===== src/rtl/flit_output_arbiter_if.sv =====
// -----------------------------------------------------------------------------
// flit_output_arbiter_if
//
// Purpose : Bundles the shared flit channel of one router output port: the N
//           upstream valid/ready flit inputs, the single downstream
//           valid/ready flit output, and the arbitration status.
//
// Signals :
//   in_data   [N*DATA_WIDTH] flit from input i at [i*DATA_WIDTH +: DATA_WIDTH]
//   in_valid  [N]            per-input valid
//   in_ready  [N]            per-input ready (driven by the arbiter)
//   out_data  [DATA_WIDTH]   forwarded flit
//   out_valid                output valid
//   out_ready                downstream ready
//   grant     [N]            one-hot owner of the output, 0 when idle
//   busy                     high while a packet holds the output
//
// Modports:
//   master : arbiter side (drives in_ready, out_*, grant, busy)
//   slave  : environment side (drives in_data, in_valid, out_ready)
// -----------------------------------------------------------------------------
interface flit_output_arbiter_if #(
    parameter int N          = 5,
    parameter int DATA_WIDTH = 32
);
    logic [N*DATA_WIDTH-1:0] in_data;
    logic [N-1:0]            in_valid;
    logic [N-1:0]            in_ready;
    logic [DATA_WIDTH-1:0]   out_data;
    logic                    out_valid;
    logic                    out_ready;
    logic [N-1:0]            grant;
    logic                    busy;

    modport master (
        input  in_data, in_valid, out_ready,
        output in_ready, out_data, out_valid, grant, busy
    );

    modport slave (
        output in_data, in_valid, out_ready,
        input  in_ready, out_data, out_valid, grant, busy
    );
endinterface


===== src/rtl/flit_output_arbiter.sv =====
// -----------------------------------------------------------------------------
// flit_output_arbiter
//
// Purpose : Wormhole output-port arbiter. Shares one valid/ready flit channel
//           between N inputs. A packet is granted round-robin on its head
//           flit and keeps the output until its tail flit has transferred.
//           Flit type lives in the top two bits: 1 head, 2 body, 3 tail,
//           0 is treated as body.
//
// Ports   :
//   clk   rising-edge clock
//   rst   asynchronous active-low reset
//   bus   flit_output_arbiter_if.master (inputs, output, grant, busy)
//
// Build option:
//   ARB_OUTPUT_REG_EN  undefined -> combinational pass-through from the
//                      granted input to the output (zero latency).
//                      defined   -> 2-entry skid buffer between the mux and
//                      the output; in_ready comes only from registered
//                      state, one extra cycle of flit latency.
//
// State | meaning
// ------+---------------------------------------------------------------
// IDLE  | no owner; head-flit requests are arbitrated, nothing transfers
// LOCKED| granted input streams flits until its tail flit transfers
// -----------------------------------------------------------------------------
module flit_output_arbiter #(
    parameter int N          = 5,
    parameter int DATA_WIDTH = 32
) (
    input  logic                   clk,
    input  logic                   rst,
    flit_output_arbiter_if.master  bus
);

    localparam int PW = (N > 1) ? $clog2(N) : 1;

    localparam logic [1:0] FT_HEAD = 2'd1;
    localparam logic [1:0] FT_TAIL = 2'd3;

    typedef enum logic {
        ST_IDLE   = 1'b0,
        ST_LOCKED = 1'b1
    } state_t;

    state_t          r_state, w_state_nxt;
    logic [PW-1:0]   r_rr_ptr, w_rr_ptr_nxt;
    logic [PW-1:0]   r_gidx, w_gidx_nxt;
    logic [N-1:0]    r_grant, w_grant_nxt;
    logic            r_busy, w_busy_nxt;

    logic [N-1:0]    w_req;
    logic            w_any_req;
    logic [PW-1:0]   w_winner;

    logic [DATA_WIDTH-1:0] w_src_data;
    logic            w_src_valid;
    logic            w_src_ready;
    logic            w_src_xfer;
    logic            w_src_tail;

    // ------------------------------------------------------------------
    // Head-flit requests (only meaningful while IDLE)
    // ------------------------------------------------------------------
    always_comb begin
        w_req = '0;
        for (int i = 0; i < N; i++) begin
            w_req[i] = bus.in_valid[i] &&
                       (bus.in_data[i*DATA_WIDTH + DATA_WIDTH - 2 +: 2] == FT_HEAD);
        end
    end

    // First requester at or after rr_ptr, wrapping modulo N.
    always_comb begin
        int idx;
        idx       = 0;
        w_any_req = 1'b0;
        w_winner  = '0;
        for (int j = 0; j < N; j++) begin
            idx = int'(r_rr_ptr) + j;
            if (idx >= N) begin
                idx = idx - N;
            end
            if (!w_any_req && w_req[idx]) begin
                w_any_req = 1'b1;
                w_winner  = PW'(idx);
            end
        end
    end

    // ------------------------------------------------------------------
    // Granted source
    // ------------------------------------------------------------------
    assign w_src_data  = bus.in_data[int'(r_gidx)*DATA_WIDTH +: DATA_WIDTH];
    assign w_src_valid = r_busy && bus.in_valid[r_gidx];
    assign w_src_xfer  = w_src_valid && w_src_ready;
    assign w_src_tail  = (w_src_data[DATA_WIDTH-1 -: 2] == FT_TAIL);

    // grant is zero while idle, so this also forces all in_ready low in IDLE.
    assign bus.in_ready = r_grant & {N{w_src_ready}};
    assign bus.grant    = r_grant;
    assign bus.busy     = r_busy;

    // ------------------------------------------------------------------
    // FSM
    // ------------------------------------------------------------------
    always_ff @(posedge clk or negedge rst) begin
        if (!rst) begin
            r_state  <= ST_IDLE;
            r_rr_ptr <= '0;
            r_gidx   <= '0;
            r_grant  <= '0;
            r_busy   <= 1'b0;
        end else begin
            r_state  <= w_state_nxt;
            r_rr_ptr <= w_rr_ptr_nxt;
            r_gidx   <= w_gidx_nxt;
            r_grant  <= w_grant_nxt;
            r_busy   <= w_busy_nxt;
        end
    end

    always_comb begin
        w_state_nxt  = r_state;
        w_rr_ptr_nxt = r_rr_ptr;
        w_gidx_nxt   = r_gidx;
        w_grant_nxt  = r_grant;
        w_busy_nxt   = r_busy;
        case (r_state)
            ST_IDLE: begin
                if (w_any_req) begin
                    w_state_nxt = ST_LOCKED;
                    w_gidx_nxt  = w_winner;
                    w_grant_nxt = {{(N-1){1'b0}}, 1'b1} << w_winner;
                    w_busy_nxt  = 1'b1;
                end
            end
            ST_LOCKED: begin
                // Head and body flits pass through; only a tail releases.
                if (w_src_xfer && w_src_tail) begin
                    w_state_nxt  = ST_IDLE;
                    w_grant_nxt  = '0;
                    w_busy_nxt   = 1'b0;
                    w_rr_ptr_nxt = (r_gidx == PW'(N-1)) ? '0 : r_gidx + PW'(1);
                end
            end
            default: begin
                w_state_nxt = ST_IDLE;
                w_grant_nxt = '0;
                w_busy_nxt  = 1'b0;
            end
        endcase
    end

`ifdef ARB_OUTPUT_REG_EN
    // ------------------------------------------------------------------
    // Output skid buffer. in_ready depends only on the registered fill
    // level, breaking the out_ready -> in_ready path. Two entries keep one
    // flit per cycle flowing while a stall propagates back by a cycle.
    // The slice drains on its own, so a new grant may start while the
    // previous tail is still queued here; FIFO order keeps packets intact.
    // ------------------------------------------------------------------
    logic [DATA_WIDTH-1:0] r_skid_data [2];
    logic                  r_wr_ptr;
    logic                  r_rd_ptr;
    logic [1:0]            r_count;
    logic                  w_pop;

    assign w_src_ready = (r_count != 2'd2);
    assign w_pop       = (r_count != 2'd0) && bus.out_ready;

    always_ff @(posedge clk or negedge rst) begin
        if (!rst) begin
            for (int k = 0; k < 2; k++) begin
                r_skid_data[k] <= '0;
            end
            r_wr_ptr <= 1'b0;
            r_rd_ptr <= 1'b0;
            r_count  <= 2'd0;
        end else begin
            if (w_src_xfer) begin
                r_skid_data[r_wr_ptr] <= w_src_data;
                r_wr_ptr              <= ~r_wr_ptr;
            end
            if (w_pop) begin
                r_rd_ptr <= ~r_rd_ptr;
            end
            case ({w_src_xfer, w_pop})
                2'b10:   r_count <= r_count + 2'd1;
                2'b01:   r_count <= r_count - 2'd1;
                default: r_count <= r_count;
            endcase
        end
    end

    assign bus.out_valid = (r_count != 2'd0);
    assign bus.out_data  = (r_count != 2'd0) ? r_skid_data[r_rd_ptr] : '0;
`else
    // Pass-through: output follows the granted input combinationally.
    assign w_src_ready   = bus.out_ready;
    assign bus.out_valid = w_src_valid;
    assign bus.out_data  = r_busy ? w_src_data : '0;
`endif

endmodule

===== src/flat_wrapper.sv =====
// flat-port wrapper written by rule: the top's interface ports become plain ports
module flit_output_arbiter_flat 
#(
    parameter int N          = 5,
    parameter int DATA_WIDTH = 32
)
  (clk, rst, bus_in_data, bus_in_valid, bus_out_ready, bus_in_ready, bus_out_data, bus_out_valid, bus_grant, bus_busy);
  flit_output_arbiter_if #(.N(N), .DATA_WIDTH(DATA_WIDTH)) bus_i ();
  input  logic clk;
  input  logic rst;
  input wire logic [$bits(bus_i.in_data)-1:0] bus_in_data;
  input wire logic [$bits(bus_i.in_valid)-1:0] bus_in_valid;
  input wire logic [$bits(bus_i.out_ready)-1:0] bus_out_ready;
  output wire logic [$bits(bus_i.in_ready)-1:0] bus_in_ready;
  output wire logic [$bits(bus_i.out_data)-1:0] bus_out_data;
  output wire logic [$bits(bus_i.out_valid)-1:0] bus_out_valid;
  output wire logic [$bits(bus_i.grant)-1:0] bus_grant;
  output wire logic [$bits(bus_i.busy)-1:0] bus_busy;
  assign bus_i.in_data = bus_in_data;
  assign bus_i.in_valid = bus_in_valid;
  assign bus_i.out_ready = bus_out_ready;
  assign bus_in_ready = bus_i.in_ready;
  assign bus_out_data = bus_i.out_data;
  assign bus_out_valid = bus_i.out_valid;
  assign bus_grant = bus_i.grant;
  assign bus_busy = bus_i.busy;
  flit_output_arbiter #(.N(N), .DATA_WIDTH(DATA_WIDTH)) u_core (.clk(clk), .rst(rst), .bus(bus_i));
endmodule

===== config.mk =====
export PLATFORM = sky130hd
export DESIGN_NAME = flit_output_arbiter_flat
export DESIGN_NICKNAME = d
export VERILOG_FILES = /design/src/rtl/flit_output_arbiter_if.sv /design/src/rtl/flit_output_arbiter.sv /design/src/flat_wrapper.sv
export SDC_FILE = /design/constraint.sdc
export NUM_CORES = 1
export LEC_CHECK = 0
export ABC_AREA = 1
export BUFFER_PORTS_ARGS = -buffer_cell sky130_fd_sc_hd__buf_2
export CAP_MARGIN = 20
export CORE_ASPECT_RATIO = 0.5
export CORE_UTILIZATION = 38
export DETAILED_ROUTE_END_ITERATION = 10
export PLACE_DENSITY = 0.81
export SYNTH_ARGS = -nofsm -noshare
export SYNTH_HDL_FRONTEND = slang
export SYNTH_SLANG_ARGS = --single-unit

===== constraint.sdc =====
create_clock -name clk -period 3.25 [get_ports clk]
set_clock_uncertainty 0.05 [all_clocks]
set_input_delay 0.65 -clock clk [delete_from_list [all_inputs] [get_ports clk]]
set_output_delay 0.65 -clock clk [all_outputs]
set_load 0.05 [all_outputs]

==> results.md, run 1 <==
- Root Buffer: clkbuf_16
- CTS clk-pin slew, worst paths: 50 ps
- DR DRC count: 0
- #FFs+latches synth: 13
- Post-Layout Inst Area: 0.00417 mm²
- Static Leak: 2.29 nW
- Worst VDD drop: 0.713 mV
- Post-synthesis cell count: 545
- Post-CTS Hold Fix Bufs: 0
- Drt first pass iters: 6
- DRT iter0 DRCs: 532
- CP dominant cell by count: o21ai_0
- Slew @ Worst Pin: 535 ps
- Core Region: 0.00743 mm²
- Crit path launch type: flip-flop
- Die Y: 64.3 µm
- H-tree Lvls: 1
- All-layer global routing usage: 28.9%
- Full die area: 0.00814 mm²
- Antenna violations before repair: 0
- Worst Path Max Fanout: 7
- Post-cts resize count: 0
- Slowest library cell on the worst path: dfrtp_1
- Cell Rows: 22
- Initial core utilization: 39.7%
- Unrepaired setup endpoints after global routing: false
- CTS tree: yes
- Number of global-route vias before repair: 3,883
- Final Net Count: 920
- Vias/cell: 5.42
- Final Hold Fails: 0
- Clock Tree Buf Depth: 2
- Mapped Avg Cell Area: 5.41 µm²
- Mapped Area: 0.00295 mm²
- Vias: 4,534
- Buffers added on ports: 211
- Worst relative slew slack: 64.1%
- FF-to-FF path depth: 16
- Synth Flop Type: dfrtp_1
- Hold_ws: 246 ps
- Ys async rst share: 100%
- Netlist cell types: 34
- Critical path class: reg -> reg
- Hold Path Class: in -> async
- Setup TNS: 0 ps
- GRT overflow: 0
- # setup viols final: 0
- Final Instance Count excl. Fillers: 836
- Largest net degree at the start of global routing: 39
- Area growth syn-to-layout: 41.5%
- I/O pins: 212
- Dpl cell area: 0.00409 mm²
- N_diodes: 0
- Post-CTS Setup Inserts: 0
- PwrDens: 1370 mW/mm²
- Commonest non-fill, non-tap cell in the layout: buf_2
- Stages on worst setup path: 16
- Latest clock arrival within the worst-skew pair: 250 ps
- Dpl hpwl: 9480 µm
- Detailed Route WL: 12,100 µm
- Arrival time worst endpoint: 3100 ps
- Layout cells sized above 1: 35.7%
- Gpl congestion: 0.939
- Fin crit period: 3040 ps
- Placed insts: 832
- Highest-count cells in the layout ignoring fill and taps: buf_2, nand2_1, o21ai_0
- Slew Limit Fails: 0
- Largest delay share family, worst path: compound AO/OA/AOI/OAI gates
- Worst path required time: 3310 ps
- Final antenna-violating net count: 0
- Critical path endpoint category: flip-flop
- Final Power: 5.72 mW
- Period utilization: 93.6%
- Net Count, Synth: 724
- Status: completed
- FMAX: 0.329 GHz
- First-pass GRT wire length: 18,900 µm
- WL per Instance: 14.5 µm
- Number of synthesized flops with an enable pin: 0
- Total CTS buffers: 3
- Synth warnings: 0
- Post-synthesis sequential area ratio: 11.0%
- CP max stage delay: 470 ps
- Max-cap violations: 0
- # fillers: 754
- Crit path cell chain: inv_2 -> ha_1 -> inv_1 -> ha_1 -> inv_1 -> nand2_4 -> o21ai_0 -> nand3_1 -> nand2_1 -> nand2_4 -> nand4_1 -> o21ai_0 -> nor2_1 -> nand2_1 -> o21ai_0 -> o21ai_0
- Die outline width: 127 µm
- Worst Path Buf+Inv: 3
- Clock sink count: 13
kinds of logic after synthesis:
kind of cell | Yosys count | share of synthesized area (%)
xor gates and xnor gates | 2 | 0.848
and+or+nand+nor | 281 | 43.3
buffers and inverters | 74 | 9.63
AOI/OAI and AO/OA | 164 | 30.3
DFF | 13 | 11.0
adders and majority gates | 11 | 4.92
final timing paths:
path                                     from                  end  slack [ps]
setup / recovery           u_core.r_rr_ptr[1]     u_core.r_gidx[2]         210
hold / removal                            rst  u_core.bus.grant[4]         250
setup reg to reg           u_core.r_rr_ptr[1]     u_core.r_gidx[2]         210
hold reg to reg                u_core.r_state       u_core.r_state         430
max in group asynchronous                 rst     u_core.r_gidx[0]        2640
min in group clk               u_core.r_state       u_core.r_state         430
report_power, final:
part / switching, mW / internal (mW) / total [mW]
clock network: 0.0747 / 0.164 / 0.239
logic: 3.70 / 1.44 / 5.14
registers: 0.110 / 0.233 / 0.342
total: 3.88 / 1.84 / 5.72
layer usage:
layer | routed length (µm) | vias to the layer above | track usage, %
li1 | - | 2232 | -
met5 | 0 | - | 0
met2 | 5740 | 249 | 48.1
met1 | 5030 | 2024 | 38.8
met4 | 215 | 0 | 8.28
met3 | 1110 | 29 | 4.19
flip-flops by register name, summed over array words and instances (netlist names):
signal	count
u_core.bus.grant	5
u_core.r_gidx	3
u_core.r_rr_ptr	3
u_core.bus.busy	1
u_core.r_state	1
synth_stat cells, drive strengths merged, types with 2 or more instances:
library cell	number	share of area, %
o211ai	5	1.3
xnor2	2	0.85
inv	41	5.2
ha	10	4.2
a21oi	39	6.6
nand4	11	2.5
buf	6	0.98
nand3b	3	0.76
nor2	84	12
clkbuf	25	3.2
nand2	144	20
o22ai	31	6.6
dfrtp	13	11
o21ai	88	16
clkinv	2	0.25
nand3	38	8.1
stage by stage:
stage	utilization [%]	setup WS [ps]
after global placement	55.1	352
after floorplan	-	452
after detailed placement	55.1	215
after CTS	56.2	177
final	56.2	208
after global routing	56.2	18.7
area by class of cell:
class	instances	area, µm²	share of cell area (%)
Tap cell	96	120	2.88
Timing Repair Buffer	222	1140	27.3
Multi-Input combinational cell	458	2350	56.2
Inverter	43	161	3.87
Clock inverter	1	5.00	0.120
Sequential cell	13	327	7.82
Clock buffer	3	75.1	1.80
(Power assumes the default switching activity.)
==> run 2: changes to the inputs <==
- CORE_UTILIZATION: 38 -> 42
- PLACE_DENSITY: 0.81 -> 0.93
==> results.md, run 2 (synthesized netlist as in run 1, its figures left out) <==
- Drt first pass iters: 5 (was 6)
- Clock sink count: 13 (unchanged)
- Post-CTS Hold Fix Bufs: 0 (unchanged)
- PwrDens: 1370 mW/mm² (about the same)
- Static Leak: 2.28 nW (was 2.29 nW)
- Detailed Route WL: 11,800 µm (was 12,100 µm)
- Largest net degree at the start of global routing: 47 (was 39)
- FF-to-FF path depth: 17 (was 16)
- Worst VDD drop: 0.607 mV (was 0.713 mV)
- Cell Rows: 21 (was 22)
- Period utilization: 94.6% (was 93.6%)
- # fillers: 663 (was 754)
- Root Buffer: clkbuf_16 (unchanged)
- Dpl cell area: 0.00409 mm² (unchanged)
- I/O pins: 212 (unchanged)
- All-layer global routing usage: 29.9% (was 28.9%)
- Core Region: 0.00673 mm² (was 0.00743 mm²)
- Slew Limit Fails: 0 (unchanged)
- Post-Layout Inst Area: 0.00418 mm² (was 0.00417 mm²)
- H-tree Lvls: 1 (unchanged)
- Layout cells sized above 1: 35.6% (was 35.7%)
- Vias/cell: 5.58 (was 5.42)
- Max reg flops: 5 (unchanged)
- CTS tree: yes (unchanged)
- Latest clock arrival within the worst-skew pair: 240 ps (was 250 ps)
- Worst relative slew slack: 65.4% (was 64.1%)
- FMAX: 0.325 GHz (was 0.329 GHz)
- Max-cap violations: 0 (unchanged)
- Worst path required time: 2550 ps (was 3310 ps)
- Antenna violations before repair: 0 (unchanged)
- Highest-count cells in the layout ignoring fill and taps: buf_2, nand2_1, o21ai_0, nor2_1, a21oi_1 (was buf_2, nand2_1, o21ai_0)
- Fin crit period: 3070 ps (was 3040 ps)
- Clock Tree Buf Depth: 2 (unchanged)
- CTS clk-pin slew, worst paths: 50 ps (about the same)
- RR Endpoint: u_core.bus.grant[3] (was u_core.r_gidx[2])
- Total CTS buffers: 3 (unchanged)
- Critical path endpoint category: primary output (was flip-flop)
- Die Y: 61.3 µm (was 64.3 µm)
- Slew @ Worst Pin: 518 ps (was 535 ps)
- Critical path class: reg -> out (was reg -> reg)
- Initial core utilization: 43.9% (was 39.7%)
- Gpl congestion: 0.969 (was 0.939)
- Worst flop-to-flop path startpoint: u_core.r_rr_ptr[1] (unchanged)
- DRT iter0 DRCs: 505 (was 532)
- Final antenna-violating net count: 0 (unchanged)
- Arrival time worst endpoint: 2370 ps (was 3100 ps)
- Status: completed (unchanged)
- N_diodes: 0 (unchanged)
- # setup viols final: 0 (unchanged)
- Dpl hpwl: 9000 µm (was 9480 µm)
- Area growth syn-to-layout: 41.6% (was 41.5%)
- Final Net Count: 919 (was 920)
- Buffers added on ports: 211 (unchanged)
- R2R Setup Slk: 280 ps (was 210 ps)
- Full die area: 0.00738 mm² (was 0.00814 mm²)
- Worst Path Max Fanout: 24 (was 7)
- GRT overflow: 0 (unchanged)
- Final Hold Fails: 0 (unchanged)
- Vias: 4,635 (was 4,534)
- First-pass GRT wire length: 17,800 µm (was 18,900 µm)
- Die outline width: 121 µm (was 127 µm)
- Commonest non-fill, non-tap cell in the layout: buf_2 (unchanged)
- WL per Instance: 14.2 µm (was 14.5 µm)
- DR DRC count: 0 (unchanged)
- Setup TNS: 0 ps (unchanged)
- Unrepaired setup endpoints after global routing: false (unchanged)
- Hold Path Class: in -> async (unchanged)
- Number of global-route vias before repair: 3,741 (was 3,883)
- Crit path launch type: flip-flop (unchanged)
run 2: power breakdown:
group / switching (mW) / internal, mW
Combinational: 3.70 / 1.45
Clock: 0.0743 / 0.164
Sequential: 0.100 / 0.233
Total: 3.87 / 1.85
run 2: layout make-up:
| class | count | area (µm²) | share of cell area, % |
|---|---|---|---|
| Clock buffer | 3 | 75.1 | 1.80 |
| Clock inverter | 1 | 5.00 | 0.120 |
| Sequential cell | 13 | 327 | 7.82 |
| Inverter | 43 | 165 | 3.95 |
| Timing Repair Buffer | 221 | 1140 | 27.4 |
| Tap cell | 92 | 115 | 2.76 |
| Multi-Input combinational cell | 458 | 2350 | 56.2 |
run 2: metal layers:
metal  track usage [%]  routed length, µm  vias up
met1              40.0               4580     2072
met3              4.07               1300       31
met2              51.1               5670      304
met4              10.1                209        0
li1                  -                  -     2228
met5                 0                  0        -
run 2: critical path, cell delays in order, from the launching register on:
cell and delay, ps:
dfrtp_1 660, clkinvlp_4 530, a21oi_1 240, o21ai_0 120
nand3_1 90, o21ai_0 130, inv_1 80, nor2_1 40
buf_2 220
run 2: how the worst max path moves through the flow:
| stage | startpoint | endpoint | slack, ps | depth (start not counted) |
|---|---|---|---|---|
| 2_1_floorplan | u_core.r_gidx[0] | bus_out_data[21] | 450 | 7 |
| 3_3_place_gp | u_core.r_rr_ptr[1] | u_core.bus.grant[3] | 430 | 18 |
| 3_5_place_dp | u_core.r_rr_ptr[1] | u_core.bus.grant[0] | 270 | 17 |
| 4_1_cts | u_core.r_gidx[1] | bus_out_data[21] | 220 | 7 |
| 5_1_grt | u_core.r_rr_ptr[1] | u_core.bus.grant[2] | 3 | 18 |
| 6_report | u_core.r_gidx[1] | bus_out_data[31] | 180 | 8 |
run 2: through the flow:
stage	cells	setup slack (ps)	total power, mW	utilization (%)	hold WS (ps)
final	831	176	5.72	62.1	249
after global routing	831	3.45	6.20	62.1	274
after CTS	831	217	5.65	62.1	257
after detailed placement	827	273	5.38	60.9	416
after global placement	827	426	5.26	60.9	415
after floorplan	545	452	4.30	-	304
run 2: timing repair:
item                                    4_1_cts  5_1_grt
setup buffers                                 0        0
endpoints found under the setup margin        0       12
gates resized for setup                       0        2
==> run 3: changes to the inputs <==
- CORE_MARGIN: not set -> 2
==> results.md, run 3 (synthesized netlist as in run 1, its figures left out) <==
- Status: completed (unchanged)
- Met3 Use GR: 4.35% (was 4.07%)
- Sequential group share of total power: 5.5% (was 5.8%)
- Die outline width: 123 µm (was 121 µm)
- Switching share of total power: 67.7% (was 67.6%)
- FMAX: 0.333 GHz (was 0.325 GHz)
- Root Buffer: clkbuf_16 (unchanged)
- Vias: 4,613 (was 4,635)
- Latest clock arrival within the worst-skew pair: 250 ps (was 240 ps)
- CTS tree: yes (unchanged)
- DRT iter0 DRCs: 472 (was 505)
- Crit path launch type: flip-flop (unchanged)
- Post-CTS Setup Inserts: 0 (unchanged)
- Cell internal pwr: 1.86 mW (was 1.85 mW)
- Largest net degree at the start of global routing: 43 (was 47)
- Max-cap violations: 0 (unchanged)
- WL per Instance: 14.3 µm (was 14.2 µm)
- Setup TNS: 0 ps (unchanged)
- I/O pins: 212 (unchanged)
- Final Net Count: 919 (unchanged)
- Fin crit period: 3000 ps (was 3070 ps)
- Worst path required time: 3380 ps (was 2550 ps)
- N_diodes: 0 (unchanged)
- Die Y: 63.3 µm (was 61.3 µm)
- Critical path class: reg -> reg (was reg -> out)
- Worst relative slew slack: 65.1% (was 65.4%)
- Gpl congestion: 0.939 (was 0.969)
- Initial core utilization: 43.7% (was 43.9%)
- Critical path endpoint category: flip-flop (was primary output)
- Max reg flops: 5 (unchanged)
- GRT overflow: 0 (unchanged)
- H-tree Lvls: 1 (unchanged)
- Cell Rows: 21 (unchanged)
- Total CTS buffers: 3 (unchanged)
- Worst Path Max Fanout: 8 (was 24)
- Highest-count cells in the layout ignoring fill and taps: buf_2, nand2_1, o21ai_0 (was buf_2, nand2_1, o21ai_0, nor2_1, a21oi_1)
- Antenna violations before repair: 0 (unchanged)
- Full die area: 0.00775 mm² (was 0.00738 mm²)
- NetSw: 3.89 mW (was 3.87 mW)
- Core Region: 0.00675 mm² (was 0.00673 mm²)
- All-layer global routing usage: 30.2% (was 29.9%)
- Unrepaired setup endpoints after global routing: false (unchanged)
- Area growth syn-to-layout: 41.6% (about the same)
- Dpl hpwl: 9080 µm (was 9000 µm)
- Met2 Usage GRT: 50.7% (was 51.1%)
- Buffers added on ports: 211 (unchanged)
- Worst VDD drop: 0.750 mV (was 0.607 mV)
- # setup viols final: 0 (unchanged)
- Crit path cell chain: inv_1 -> ha_1 -> ha_1 -> inv_1 -> nand2_1 -> o21ai_0 -> inv_1 -> nand2_1 -> nand2_4 -> nand3_4 -> nor2_8 -> nand2_4 -> o21ai_4 -> inv_2 -> nor2_4 -> nand2_1 -> nand2_1 (was clkinvlp_4 -> a21oi_1 -> o21ai_0 -> nand3_1 -> o21ai_0 -> inv_1 -> nor2_1 -> buf_2)
- Met1 Use GR: 39.6% (was 40.0%)
- Clock sink count: 13 (unchanged)
- First-pass GRT wire length: 19,300 µm (was 17,800 µm)
- Static Leak: 2.29 nW (was 2.28 nW)
- CP dominant cell by count: nand2_1 (was o21ai_0)
- Clock power frac: 4.2% (about the same)
- Final antenna-violating net count: 0 (unchanged)
- Hold Path Class: in -> async (unchanged)
- Clock Tree Buf Depth: 2 (unchanged)
- Detailed Route WL: 11,900 µm (was 11,800 µm)
- Final Power: 5.75 mW (was 5.72 mW)
- Worst Setup Slack, final: 248 ps (was 176 ps)
- Layout cells sized above 1: 35.6% (unchanged)
- Final Hold Fails: 0 (unchanged)
- CTS clk-pin slew, worst paths: 50 ps (about the same)
- Slew Limit Fails: 0 (unchanged)
- Arrival time worst endpoint: 3130 ps (was 2370 ps)
- CP max stage delay: 480 ps (was 660 ps)
- Post-CTS Hold Fix Bufs: 0 (unchanged)
- Post-cts resize count: 0 (unchanged)
- Drt first pass iters: 8 (was 5)
- Vias/cell: 5.55 (was 5.58)
- Pre-CTS setup slack: 308 ps (was 273 ps)
- Commonest non-fill, non-tap cell in the layout: buf_2 (unchanged)
- GRT busiest layer: met2 (unchanged)
- PwrDens: 1380 mW/mm² (was 1370 mW/mm²)
- Period utilization: 92.4% (was 94.6%)
- DR DRC count: 0 (unchanged)
- Combinational power share: 90.3% (was 90.0%)
- Number of global-route vias before repair: 4,194 (was 3,741)
- Slew @ Worst Pin: 522 ps (was 518 ps)
- Slowest library cell on the worst path: dfrtp_1 (unchanged)
run 3: cell types whose count changed in the layout (fill, tap and decap cells not counted), sizes merged:
cell      change
inv           +1
clkinvlp      -1
run 3: metrics by stage:
stage	std cells	instance area, µm²	hold slack, ps	util [%]
floorplan	545	2950	304	-
global placement	827	4090	413	60.6
detailed placement	827	4090	424	60.6
CTS	831	4170	253	61.8
global route	831	4180	268	61.8
finish	831	4180	242	61.8
run 3: power by group through the flow:
stage / sequential (mW) / clock [mW] / combinational (mW)
after floorplan: 0.376 / 0 / 3.92
after global placement: 0.314 / 0 / 4.94
after detailed placement: 0.314 / 0 / 5.06
after CTS: 0.315 / 0.236 / 5.10
after global routing: 0.328 / 0.241 / 5.66
final: 0.318 / 0.239 / 5.19
run 3: path summary, 6_finish.rpt:
kind                       slack, ps                  end                from  cells after the start
max reg2reg                      250  u_core.bus.grant[0]  u_core.r_rr_ptr[1]                     17
max in group asynchronous       2650     u_core.r_gidx[0]                 rst                      1
min                              240  u_core.bus.grant[4]                 rst                      1
min in group clk                 440       u_core.r_state      u_core.r_state                      2
max                              250  u_core.bus.grant[0]  u_core.r_rr_ptr[1]                     17
min reg2reg                      440       u_core.r_state      u_core.r_state                      2
run 3: cell type report:
class	count	area, µm²
multi-input combinational	458	2350
clock inverter	1	5.00
inverter	43	161
sequential	13	327
timing repair buffer	221	1140
tap	92	115
clock buffer	3	75.1
fill	626	2580
run 3: worst max-delay path: cells and delay by family (launching register included):
kind,cells,cell delay [ps]
compound gates,2,410
flops,1,480
fa+ha+maj,2,680
buf+inv,4,440
simple gates,9,870
run 3: per-layer routing:
metal  routed length, µm  vias up
met5                   0        -
met3                1210       34
met1                4630     2061
met4                 322        0
li1                    -     2227
met2                5710      291
